`config.mk`:
```
export PLATFORM = sky130hd
export DESIGN_NAME = vector_commit_tracker_flat
export DESIGN_NICKNAME = d
export VERILOG_FILES = /design/src/rtl/vector_commit_tracker_pkg.sv /design/src/rtl/vector_commit_tracker_if.sv /design/src/rtl/vector_commit_tracker_oldest_match.sv /design/src/rtl/vector_commit_tracker.sv /design/src/flat_wrapper.sv
export SDC_FILE = /design/constraint.sdc
export NUM_CORES = 1
export LEC_CHECK = 0
export CORE_ASPECT_RATIO = 0.9
export CORE_MARGIN = 4
export CORE_UTILIZATION = 37
export DETAILED_ROUTE_END_ITERATION = 8
export PLACE_DENSITY_LB_ADDON = 0.3
export SKIP_CTS_REPAIR_TIMING = 1
export SYNTH_ARGS = -nofsm -noshare
export SYNTH_HDL_FRONTEND = slang
export SYNTH_HIERARCHICAL = 1
export SYNTH_SLANG_ARGS = --single-unit
```
`constraint.sdc`:
```
create_clock -name clock -period 6.5 [get_ports clock]
set_input_delay 1.3 -clock clock [delete_from_list [all_inputs] [get_ports clock]]
set_output_delay 1.3 -clock clock [all_outputs]
set_load 0.01 [all_outputs]
```
`src/rtl/vector_commit_tracker_pkg.sv`:
```
// Shared types and sizing for the vector commit tracker: issue numbers,
// wrap-aware pointers, per-lane issue numbers and the tracker entry layout.
package vector_commit_tracker_pkg;

  localparam int NUM_LANE    = 4;
  localparam int NUM_ENTRY   = 8;
  localparam int WIDTH_ISSUE = 3;
  localparam int IDX_W       = $clog2(NUM_ENTRY);
  localparam int PTR_W       = IDX_W + 1;

  typedef logic [WIDTH_ISSUE-1:0] issue_no_t;
  typedef logic [PTR_W-1:0]       commit_ptr_t;
  typedef logic [IDX_W-1:0]       entry_idx_t;
  typedef logic [NUM_LANE-1:0]    lane_mask_t;
  typedef issue_no_t [NUM_LANE-1:0] lane_no_t;

  typedef struct packed {
    logic       v;
    issue_no_t  issue_no;
    logic       commit;
    lane_mask_t en_lane;
    lane_mask_t en_commit;
  } commit_tab_v;

  // An entry is complete once every participating lane has reported.
  function automatic logic entry_complete(commit_tab_v e);
    return e.v & (&(e.en_commit | ~e.en_lane));
  endfunction

endpackage

```
`src/rtl/vector_commit_tracker_if.sv`:
```
// Issue, lane-commit and retire signals between the scalar unit and the
// commit tracker.
interface vector_commit_tracker_if;
  import vector_commit_tracker_pkg::*;

  logic        i_issue_req;
  issue_no_t   i_issue_no;
  lane_mask_t  i_en_lane;
  logic        o_issue_rdy;
  lane_mask_t  i_lane_commit;
  lane_no_t    i_lane_no;
  logic        o_commit;
  issue_no_t   o_commit_no;
  logic        o_empty;
  commit_ptr_t o_count;
  logic        o_err;

  modport master (
    output i_issue_req, i_issue_no, i_en_lane, i_lane_commit, i_lane_no,
    input  o_issue_rdy, o_commit, o_commit_no, o_empty, o_count, o_err
  );

  modport slave (
    input  i_issue_req, i_issue_no, i_en_lane, i_lane_commit, i_lane_no,
    output o_issue_rdy, o_commit, o_commit_no, o_empty, o_count, o_err
  );

endinterface

```
`src/rtl/vector_commit_tracker_oldest_match.sv`:
```
// Picks the matching entry closest to the read pointer, walking the ring
// from the head towards the tail.
module vector_commit_tracker_oldest_match
  import vector_commit_tracker_pkg::*;
(
  input  logic [NUM_ENTRY-1:0] i_match,
  input  entry_idx_t           i_rd_idx,
  output logic                 o_found,
  output entry_idx_t           o_idx
);

  // Scan youngest-to-oldest so the last hit written is the oldest one.
  always_comb begin
    o_found = 1'b0;
    o_idx   = '0;
    for (int i = NUM_ENTRY - 1; i >= 0; i--) begin
      if (i_match[i_rd_idx + entry_idx_t'(i)]) begin
        o_found = 1'b1;
        o_idx   = i_rd_idx + entry_idx_t'(i);
      end else begin
        o_found = o_found;
      end
    end
  end

endmodule

```
`src/rtl/vector_commit_tracker.sv`:
```
// In-order commit scheduler: one entry per issued vector command, per-lane
// commit collection and in-order retire of completed entries.
module vector_commit_tracker
  import vector_commit_tracker_pkg::*;
(
  input  logic                    clock,
  input  logic                    reset,
  vector_commit_tracker_if.slave  bus
);

  commit_tab_v tab_q [NUM_ENTRY];
  commit_tab_v tab_d [NUM_ENTRY];
  commit_ptr_t rd_ptr_q, rd_ptr_d;
  commit_ptr_t wr_ptr_q, wr_ptr_d;
  logic        commit_q, commit_d;
  issue_no_t   commit_no_q, commit_no_d;
  logic        err_q, err_d;

  commit_ptr_t          count;
  logic                 full;
  entry_idx_t           rd_idx;
  entry_idx_t           wr_idx;
  logic                 issue_acc;
  logic                 head_done;
  logic [NUM_ENTRY-1:0] lane_match [NUM_LANE];
  lane_mask_t           lane_found;
  entry_idx_t           lane_idx [NUM_LANE];

  assign count     = wr_ptr_q - rd_ptr_q;
  assign full      = (count == commit_ptr_t'(NUM_ENTRY));
  assign rd_idx    = rd_ptr_q[IDX_W-1:0];
  assign wr_idx    = wr_ptr_q[IDX_W-1:0];
  assign issue_acc = bus.i_issue_req & ~full;
  assign head_done = entry_complete(tab_q[rd_idx]);

  // Candidate entries per lane, from start-of-cycle state only.
  always_comb begin
    for (int k = 0; k < NUM_LANE; k++) begin
      for (int e = 0; e < NUM_ENTRY; e++) begin
        lane_match[k][e] = tab_q[e].v & tab_q[e].en_lane[k] &
                           (tab_q[e].issue_no == bus.i_lane_no[k]);
      end
    end
  end

  for (genvar k = 0; k < NUM_LANE; k++) begin : g_lane
    vector_commit_tracker_oldest_match u_oldest_match (
      .i_match  (lane_match[k]),
      .i_rd_idx (rd_idx),
      .o_found  (lane_found[k]),
      .o_idx    (lane_idx[k])
    );
  end

  // Apply lane commits, retire and issue together; their slots never collide.
  always_comb begin
    tab_d = tab_q;
    for (int k = 0; k < NUM_LANE; k++) begin
      if (bus.i_lane_commit[k] && lane_found[k]) begin
        tab_d[lane_idx[k]].en_commit[k] = 1'b1;
      end else begin
        tab_d[lane_idx[k]].en_commit[k] = tab_d[lane_idx[k]].en_commit[k];
      end
    end
    if (head_done) begin
      tab_d[rd_idx] = '0;
    end else begin
      tab_d[rd_idx] = tab_d[rd_idx];
    end
    if (issue_acc) begin
      tab_d[wr_idx] = '{v: 1'b1, issue_no: bus.i_issue_no, commit: 1'b0,
                        en_lane: bus.i_en_lane, en_commit: '0};
    end else begin
      tab_d[wr_idx] = tab_d[wr_idx];
    end
    rd_ptr_d    = rd_ptr_q + commit_ptr_t'(head_done);
    wr_ptr_d    = wr_ptr_q + commit_ptr_t'(issue_acc);
    commit_d    = head_done;
    commit_no_d = head_done ? tab_q[rd_idx].issue_no : commit_no_q;
    err_d       = err_q | (bus.i_issue_req & full) |
                  (|(bus.i_lane_commit & ~lane_found));
  end

  // State registers with synchronous reset.
  always_ff @(posedge clock) begin
    if (reset) begin
      for (int e = 0; e < NUM_ENTRY; e++) begin
        tab_q[e] <= '0;
      end
      rd_ptr_q    <= '0;
      wr_ptr_q    <= '0;
      commit_q    <= 1'b0;
      commit_no_q <= '0;
      err_q       <= 1'b0;
    end else begin
      tab_q       <= tab_d;
      rd_ptr_q    <= rd_ptr_d;
      wr_ptr_q    <= wr_ptr_d;
      commit_q    <= commit_d;
      commit_no_q <= commit_no_d;
      err_q       <= err_d;
    end
  end

  assign bus.o_issue_rdy = ~full;
  assign bus.o_commit    = commit_q;
  assign bus.o_commit_no = commit_no_q;
  assign bus.o_empty     = (count == '0);
  assign bus.o_count     = count;
  assign bus.o_err       = err_q;

endmodule

```
`src/flat_wrapper.sv`:
```
// flat-port wrapper written by rule: the top's interface ports become plain ports
module vector_commit_tracker_flat import vector_commit_tracker_pkg::*;
  (clock, reset, bus_i_issue_req, bus_i_issue_no, bus_i_en_lane, bus_i_lane_commit, bus_i_lane_no, bus_o_issue_rdy, bus_o_commit, bus_o_commit_no, bus_o_empty, bus_o_count, bus_o_err);
  vector_commit_tracker_if bus_i ();
  input  logic clock;
  input  logic reset;
  input wire logic [$bits(bus_i.i_issue_req)-1:0] bus_i_issue_req;
  input wire logic [$bits(bus_i.i_issue_no)-1:0] bus_i_issue_no;
  input wire logic [$bits(bus_i.i_en_lane)-1:0] bus_i_en_lane;
  input wire logic [$bits(bus_i.i_lane_commit)-1:0] bus_i_lane_commit;
  input wire logic [$bits(bus_i.i_lane_no)-1:0] bus_i_lane_no;
  output wire logic [$bits(bus_i.o_issue_rdy)-1:0] bus_o_issue_rdy;
  output wire logic [$bits(bus_i.o_commit)-1:0] bus_o_commit;
  output wire logic [$bits(bus_i.o_commit_no)-1:0] bus_o_commit_no;
  output wire logic [$bits(bus_i.o_empty)-1:0] bus_o_empty;
  output wire logic [$bits(bus_i.o_count)-1:0] bus_o_count;
  output wire logic [$bits(bus_i.o_err)-1:0] bus_o_err;
  assign bus_i.i_issue_req = bus_i_issue_req;
  assign bus_i.i_issue_no = bus_i_issue_no;
  assign bus_i.i_en_lane = bus_i_en_lane;
  assign bus_i.i_lane_commit = bus_i_lane_commit;
  assign bus_i.i_lane_no = bus_i_lane_no;
  assign bus_o_issue_rdy = bus_i.o_issue_rdy;
  assign bus_o_commit = bus_i.o_commit;
  assign bus_o_commit_no = bus_i.o_commit_no;
  assign bus_o_empty = bus_i.o_empty;
  assign bus_o_count = bus_i.o_count;
  assign bus_o_err = bus_i.o_err;
  vector_commit_tracker u_core (.clock(clock), .reset(reset), .bus(bus_i));
endmodule
```
==> results.ini, run 1 <==
[run_status]
status = complete, no violations

[placement]
placed_cells = 2154
dpl.hpwl_um = 41210
place_area_sq_um = 14170
portBuffers = 36
place_congestion = 0.9995
place_ws_ns = -0.02023

[yosys]
seq_area_frac_synth = 0.1654
synthesis.area_sq_um = 13190
netlist.area_leader.share = 0.1654
ys_top_cells_by_area = dfxtp_1 (17%), a21oi_1 (6.8%), xor2_1 (5.0%)
ys.flop_type = dfxtp_1
synth.distinct_cells = 90
avgSynthCellArea_sq_um = 7.659
synth_largest_area_cell = dfxtp_1
synth_seq_cells = 109
synth-edff-count = 0
synthArstFlopShare = 0
synth_fp_nets = 1764
yosys_warnings = 6
syn_inst = 1722

[timing]
grt_setup_unrepaired = false
post-route-period-util = 0.9356
worst_pin_slew_ns = 1.213
whs_ns = 0.5021
fin_skew_ns = 0.01359
relSlewSlack = 0.1886
final.setup.tns_ns = 0
hold_viol_final = 0
setup_ws_ns = 0.4188
finalCriticalPeriod_ns = 6.081
fmax_ghz = 0.1644
finalSetupViolCount = 0
maxSlewViolCount = 0

[routing]
wire_per_inst_um = 27.25
finalWirelength_um = 59130
viasPerCell = 6.890
drc = 0
vias = 14950
drt-pass1-iter-count = 9
antenna_left = 0
dr.first_iter.drc_count = 2501

[setup_path]
r2r_end = u_core/tab_q[42]
regToRegSetupSlack_ns = 1.00
arrival_ns = 6.31
crit_path_start_kind = input pin
timing.rr.start = u_core/rd_ptr_q[1]
cp_max_fo = 8
required_ns = 6.73
worstSetupEndpointType = flip-flop
reg2regPathDepth = 16
critPathKind = in2reg

[pwr]
sequentialPowerShare = 0.248
p_switching_mw = 2.349
p_sw_frac = 0.5487
p_comb_frac = 0.614
max-vdd-ir-drop_mv = 0.2352
clkPwrFrac = 0.138
internal_power_mw = 1.932
leakage_nw = 5.150
powerDensity_nw_per_um2 = 295.6

[flow_run]
cap_violations = 0

[cells_and_area]
final_cells = 2170
fin_nets = 1738
final_common_cell = a21oi_1
multiInputGateArea_sq_um = 10140
layout-drive-gt1-share = 0.1276
num_antenna_cells = 0
syn_to_final_growth_pct = 9.800
fin_area_sq_um = 14480
regArea_sq_um = 2193
final_cell_mix = a21oi_1 (180), nand2_1 (132), nor2_1 (106), dfxtp_1 (106), buf_4 (90)
num-fill-cells = 3592

[grt]
grt_usage = 0.2864
grt_pass1_wl_um = 87860
grt_max_degree = 67
overflow = 0
first_global_vias = 13980
antenna_found_initial = 2

[clock_network]
clkLatencyLatePin_ns = 0.37
cts.reportedPaths.clkPinSlew_ns = 0.08
cts_root_buf = clkbuf_16
clock_path_buffers = 2
clock-sinks = 109
cts_inserted_buffers = 9
htreeDepth = 3
tritoncts = yes

[min_path]
holdPathStages = 2
hold_start = u_core/bus.o_commit_no[0]
hold_path_class = reg2reg
min_to = u_core/bus.o_commit_no[0]

[floorplan]
core_sq_um = 35130
die_area_sq_um = 38730
die_w_um = 207.0
ioPinCount = 37
num_rows = 65
fp.dieH_um = 187.1
initial_utilization = 0.3754

## state kept, by name (all words and copies together) (netlist names)
name	flops
u_core/tab_q	96
u_core/wr_ptr_q	4
u_core/bus.o_commit_no	3
u_core/rd_ptr_q	4
u_core/bus.o_err	1
u_core/bus.o_commit	1
## per-stage QoR
stage | util | power [mW]
final | 0.4122 | 4.281
after global routing | 0.4122 | 4.434
after CTS | 0.4120 | 4.143
after detailed placement | 0.4034 | 3.563
after global placement | 0.4034 | 3.544
after floorplan | - | 2.667
## how the worst max path moves through the flow
stage | startpoint | endpoint | slack (ns) | cells after the start
2_1_floorplan | bus_i_lane_no[10] | u_core/tab_q[42] | 0.60 | 18
3_3_place_gp | bus_i_lane_no[11] | u_core/tab_q[42] | 0.15 | 17
3_5_place_dp | bus_i_lane_no[11] | u_core/tab_q[42] | -0.02 | 17
4_1_cts | bus_i_lane_no[11] | u_core/tab_q[42] | 0.34 | 17
5_1_grt | bus_i_lane_no[11] | u_core/tab_q[42] | 0.18 | 18
6_report | bus_i_lane_no[11] | u_core/tab_q[42] | 0.42 | 19
## layout make-up
type,instances,area share
well taps,469,0.04052
repair buffers,129,0.07534
clock buffers,11,0.01745
clock inverters,5,0.003542
inverters,44,0.01140
multi-input cells,1403,0.7003
flip-flops and latches,109,0.1515
## critical path: stages
cell and delay, ns:
clkdlybuf4s50_1 0.55, buf_4 0.23, xor2_1 0.14, nor3_1 0.21, buf_4 0.18, mux2i_1 0.15
mux4_2 0.53, nor2b_4 0.15, nand3b_1 0.16, a221o_1 0.37, buf_4 0.19, mux2i_1 0.18
o2bb2ai_1 0.13, or2_2 0.31, o311a_1 0.30, a2111oi_0 0.43, o211ai_1 0.21, a221oi_4 0.40
o221ai_1 0.19
## cell families after synthesis
logic type | count (synthesis) | synth area share
compound gates | 591 | 0.3060
flops | 109 | 0.1654
mux | 126 | 0.1584
simple gates | 553 | 0.2063
xor+xnor | 117 | 0.07827
buf+inv | 210 | 0.06982
fa+ha+maj | 16 | 0.01575
## power groups by stage
stage / Combinational (mW) / Sequential, mW / Clock, mW
floorplan: 1.81 / 0.861 / 0
global placement: 2.49 / 1.05 / 0
detailed placement: 2.51 / 1.05 / 0
CTS: 2.52 / 1.03 / 0.588
global route: 2.76 / 1.05 / 0.620
finish: 2.63 / 1.06 / 0.591
## layer usage
metal,track usage,share of wire
met5,0,0.00024
met4,0.1348,0.059
met3,0.08133,0.13
met2,0.4129,0.41
met1,0.3950,0.40
## cells in the mapped netlist (18+ instances only)
library cell,number
a211oi_1,22
a21oi_1,180
a221oi_1,32
nor2b_1,31
nor2_1,106
a21o_1,19
clkbuf_1,99
xor2_1,75
buf_1,32
mux2_2,34
xnor2_1,41
a31oi_1,21
mux2i_1,31
mux4_1,23
dfxtp_1,109
mux4_2,29
nand2_1,132
o211ai_1,18
o21ai_0,66
inv_1,41
nand3_1,82
a22oi_1,45
o21a_1,18
and3_1,18
nor3_1,81
o22ai_1,19
o221ai_1,35
nand2b_1,22
(Power assumes the default switching activity.)
==> run 2, diff against run 1 <==
--- a/config.mk
+++ b/config.mk
@@ -11,6 +11,7 @@
 export DETAILED_ROUTE_END_ITERATION = 8
 export PLACE_DENSITY_LB_ADDON = 0.3
 export SKIP_CTS_REPAIR_TIMING = 1
+export SLEW_MARGIN = 15
 export SYNTH_ARGS = -nofsm -noshare
 export SYNTH_HDL_FRONTEND = slang
 export SYNTH_HIERARCHICAL = 1
==> results of run 2 <==
Same layout as run 1: the final DEF is identical, and so are final timing and power.
==> run 3, diff against run 2 <==
--- a/config.mk
+++ b/config.mk
@@ -8,7 +8,9 @@
 export CORE_ASPECT_RATIO = 0.9
 export CORE_MARGIN = 4
 export CORE_UTILIZATION = 37
+export CTS_CLUSTER_SIZE = 8
 export DETAILED_ROUTE_END_ITERATION = 8
+export MAX_ROUTING_LAYER = met4
 export PLACE_DENSITY_LB_ADDON = 0.3
 export SKIP_CTS_REPAIR_TIMING = 1
 export SLEW_MARGIN = 15
==> constraint.sdc (replaced) <==
create_clock -name clock -period 6.6 [get_ports clock]
set_input_delay 1.32 -clock clock [delete_from_list [all_inputs] [get_ports clock]]
set_output_delay 1.32 -clock clock [all_outputs]
set_load 0.01 [all_outputs]
==> results.ini, run 3 (synthesized netlist as in run 1, its figures left out) <==
[floorplan]
core_sq_um = 35130  ; unchanged
die_w_um = 207.0  ; unchanged
num_rows = 65  ; unchanged
die_area_sq_um = 38730  ; unchanged
fp.dieH_um = 187.1  ; unchanged
ioPinCount = 37  ; unchanged
initial_utilization = 0.3754  ; unchanged

[clock_network]
clkLatencyLatePin_ns = 0.37  ; about the same
cts_root_buf = clkbuf_16
tritoncts = yes
cts.reportedPaths.clkPinSlew_ns = 0.09  ; about the same
cts_inserted_buffers = 9  ; unchanged
htreeDepth = 3  ; unchanged
clock_path_buffers = 2  ; unchanged
clock-sinks = 109  ; unchanged

[setup_path]
cp_slowest_cell = clkdlybuf4s50_1
cp_max_fo = 8  ; unchanged
critPathKind = in2reg
path_buf_inv = 1  ; -3
worstSetupEndpointType = flip-flop
slowest_delay_ns = 0.63  ; +0.08 ns
crit_chain = clkdlybuf4s50_1, xor2_1, nor3_1, mux2i_1, mux4_2, nor2b_4, nand3b_1, a221o_1, mux2_2, o2bb2ai_1, or2_2, o311a_1, a2111oi_0, o211ai_1, a221oi_4, o221ai_1
required_ns = 6.83  ; +0.10 ns
crit_path_start_kind = input pin
crit_family = compound AO/OA/AOI/OAI gates
arrival_ns = 6.45  ; +0.14 ns

[timing]
final.setup.tns_ns = 0  ; unchanged
finalSetupViolCount = 0  ; unchanged
fmax_ghz = 0.1608
fin_skew_ns = 0.01175  ; -0.001840 ns
finalCriticalPeriod_ns = 6.219
maxSlewViolCount = 0  ; unchanged
grt_setup_unrepaired = false
post-route-period-util = 0.9423
worst_pin_slew_ns = 1.346  ; +0.1338 ns
hold_viol_final = 0  ; unchanged
relSlewSlack = 0.09910  ; -0.08953

[placement]
dpl.hpwl_um = 41410  ; +0.49%
place_area_sq_um = 14030  ; -1.0%
portBuffers = 36  ; unchanged
place_congestion = 1.010  ; +1.0%

[pwr]
max-vdd-ir-drop_mv = 0.2148  ; -8.7%
p_comb_frac = 0.606  ; -0.008
p_sw_frac = 0.5433  ; -0.005378
p_switching_mw = 2.320  ; -1.2%
internal_power_mw = 1.950  ; +0.92%
leakage_nw = 5.091  ; -1.1%
powerDensity_nw_per_um2 = 297.0  ; +0.46%
sequentialPowerShare = 0.244  ; -0.004
clkPwrFrac = 0.150  ; +0.012

[cells_and_area]
final_cell_mix = a21oi_1 (180), nand2_1 (132), nor2_1 (106), dfxtp_1 (106), nand3_1 (82)
syn_to_final_growth_pct = 9.003
layout-drive-gt1-share = 0.1214  ; -0.006127
final_common_cell = a21oi_1
largest_register_ffs = 96  ; unchanged
largestRegisters = u_core/tab_q (96), u_core/rd_ptr_q (4), u_core/wr_ptr_q (4)
regMostFlops = u_core/tab_q
fin_nets = 1725  ; -0.75%
fin_area_sq_um = 14380  ; -0.73%

[min_path]
hold_path_class = reg2reg

[routing]
vias = 15070  ; +0.78%
drt-pass1-iter-count = 9  ; unchanged
drc = 0  ; unchanged
wire_per_inst_um = 27.39  ; +0.53%
finalWirelength_um = 59110  ; about the same
viasPerCell = 6.982  ; +1.3%
antenna_left = 0  ; unchanged
dr.first_iter.drc_count = 2411  ; -3.6%

[grt]
grt_pass1_wl_um = 87930  ; about the same
grt_usage = 0.2948  ; +0.008342
antenna_found_initial = 1  ; -1
first_global_vias = 13870  ; -0.82%
overflow = 0  ; unchanged
grt_max_degree = 67  ; unchanged

[run_status]
status = complete, no violations

[flow_run]
cap_violations = 0  ; unchanged

[run 3: power groups by stage]
| stage | clock network, mW | registers, mW | logic, mW |
|---|---|---|---|
| final | 0.639 | 1.04 | 2.59 |
| after detailed placement | 0 | 1.03 | 2.46 |
| after floorplan | 0 | 0.848 | 1.78 |
| after CTS | 0.640 | 1.01 | 2.47 |
| after global placement | 0 | 1.03 | 2.45 |
| after global routing | 0.664 | 1.03 | 2.70 |
[run 3: worst paths after layout]
kind | from | end | slack (ns) | cells past startpoint
setup / recovery | bus_i_lane_no[11] | u_core/tab_q[42] | 0.38 | 16
setup reg to reg | u_core/rd_ptr_q[0] | u_core/tab_q[2] | 1.06 | 19
hold reg to reg | u_core/bus.o_commit_no[0] | u_core/bus.o_commit_no[0] | 0.51 | 2
hold / removal | u_core/bus.o_commit_no[0] | u_core/bus.o_commit_no[0] | 0.51 | 2
[run 3: routing by layer]
layer | vias to the layer above | global-route usage | part of all wire
met5 | - | - | 0
met4 | 0 | 0.1251 | 0.050
met3 | 241 | 0.07899 | 0.13
met2 | 1136 | 0.4136 | 0.41
met1 | 7203 | 0.3995 | 0.41
li1 | 6488 | - | -
[run 3: layout make-up]
cell class / count / area [sq um]
Fill cell: 3665 / 20760
Multi-Input combinational cell: 1403 / 10140
Sequential cell: 109 / 2193
Timing Repair Buffer: 116 / 955.9
Tap cell: 469 / 586.8
Clock buffer: 10 / 239.0
Inverter: 44 / 165.2
Clock inverter: 6 / 93.84
Antenna cell: 1 / 2.502
[run 3: tightest hold or removal path, cell delays in order, from the launching register on]
cell and delay (ns):
dfxtp_1 0.32, nor2_1 0.10, nor3_1 0.05
[run 3: through the flow]
step | hold WS [ns] | setup WS [ns] | utilization | cells | total power [mW]
5_1_grt | 0.5399 | 0.004057 | 0.4092 | 2158 | 4.401
4_1_cts | 0.5172 | 0.4267 | 0.4088 | 2157 | 4.121
2_1_floorplan | 0.4957 | 0.6850 | - | 1722 | 2.627
3_3_place_gp | 0.4923 | 0.1868 | 0.3994 | 2141 | 3.481
6_report | 0.5092 | 0.3806 | 0.4092 | 2158 | 4.270
3_5_place_dp | 0.4991 | 0.05915 | 0.3994 | 2141 | 3.486
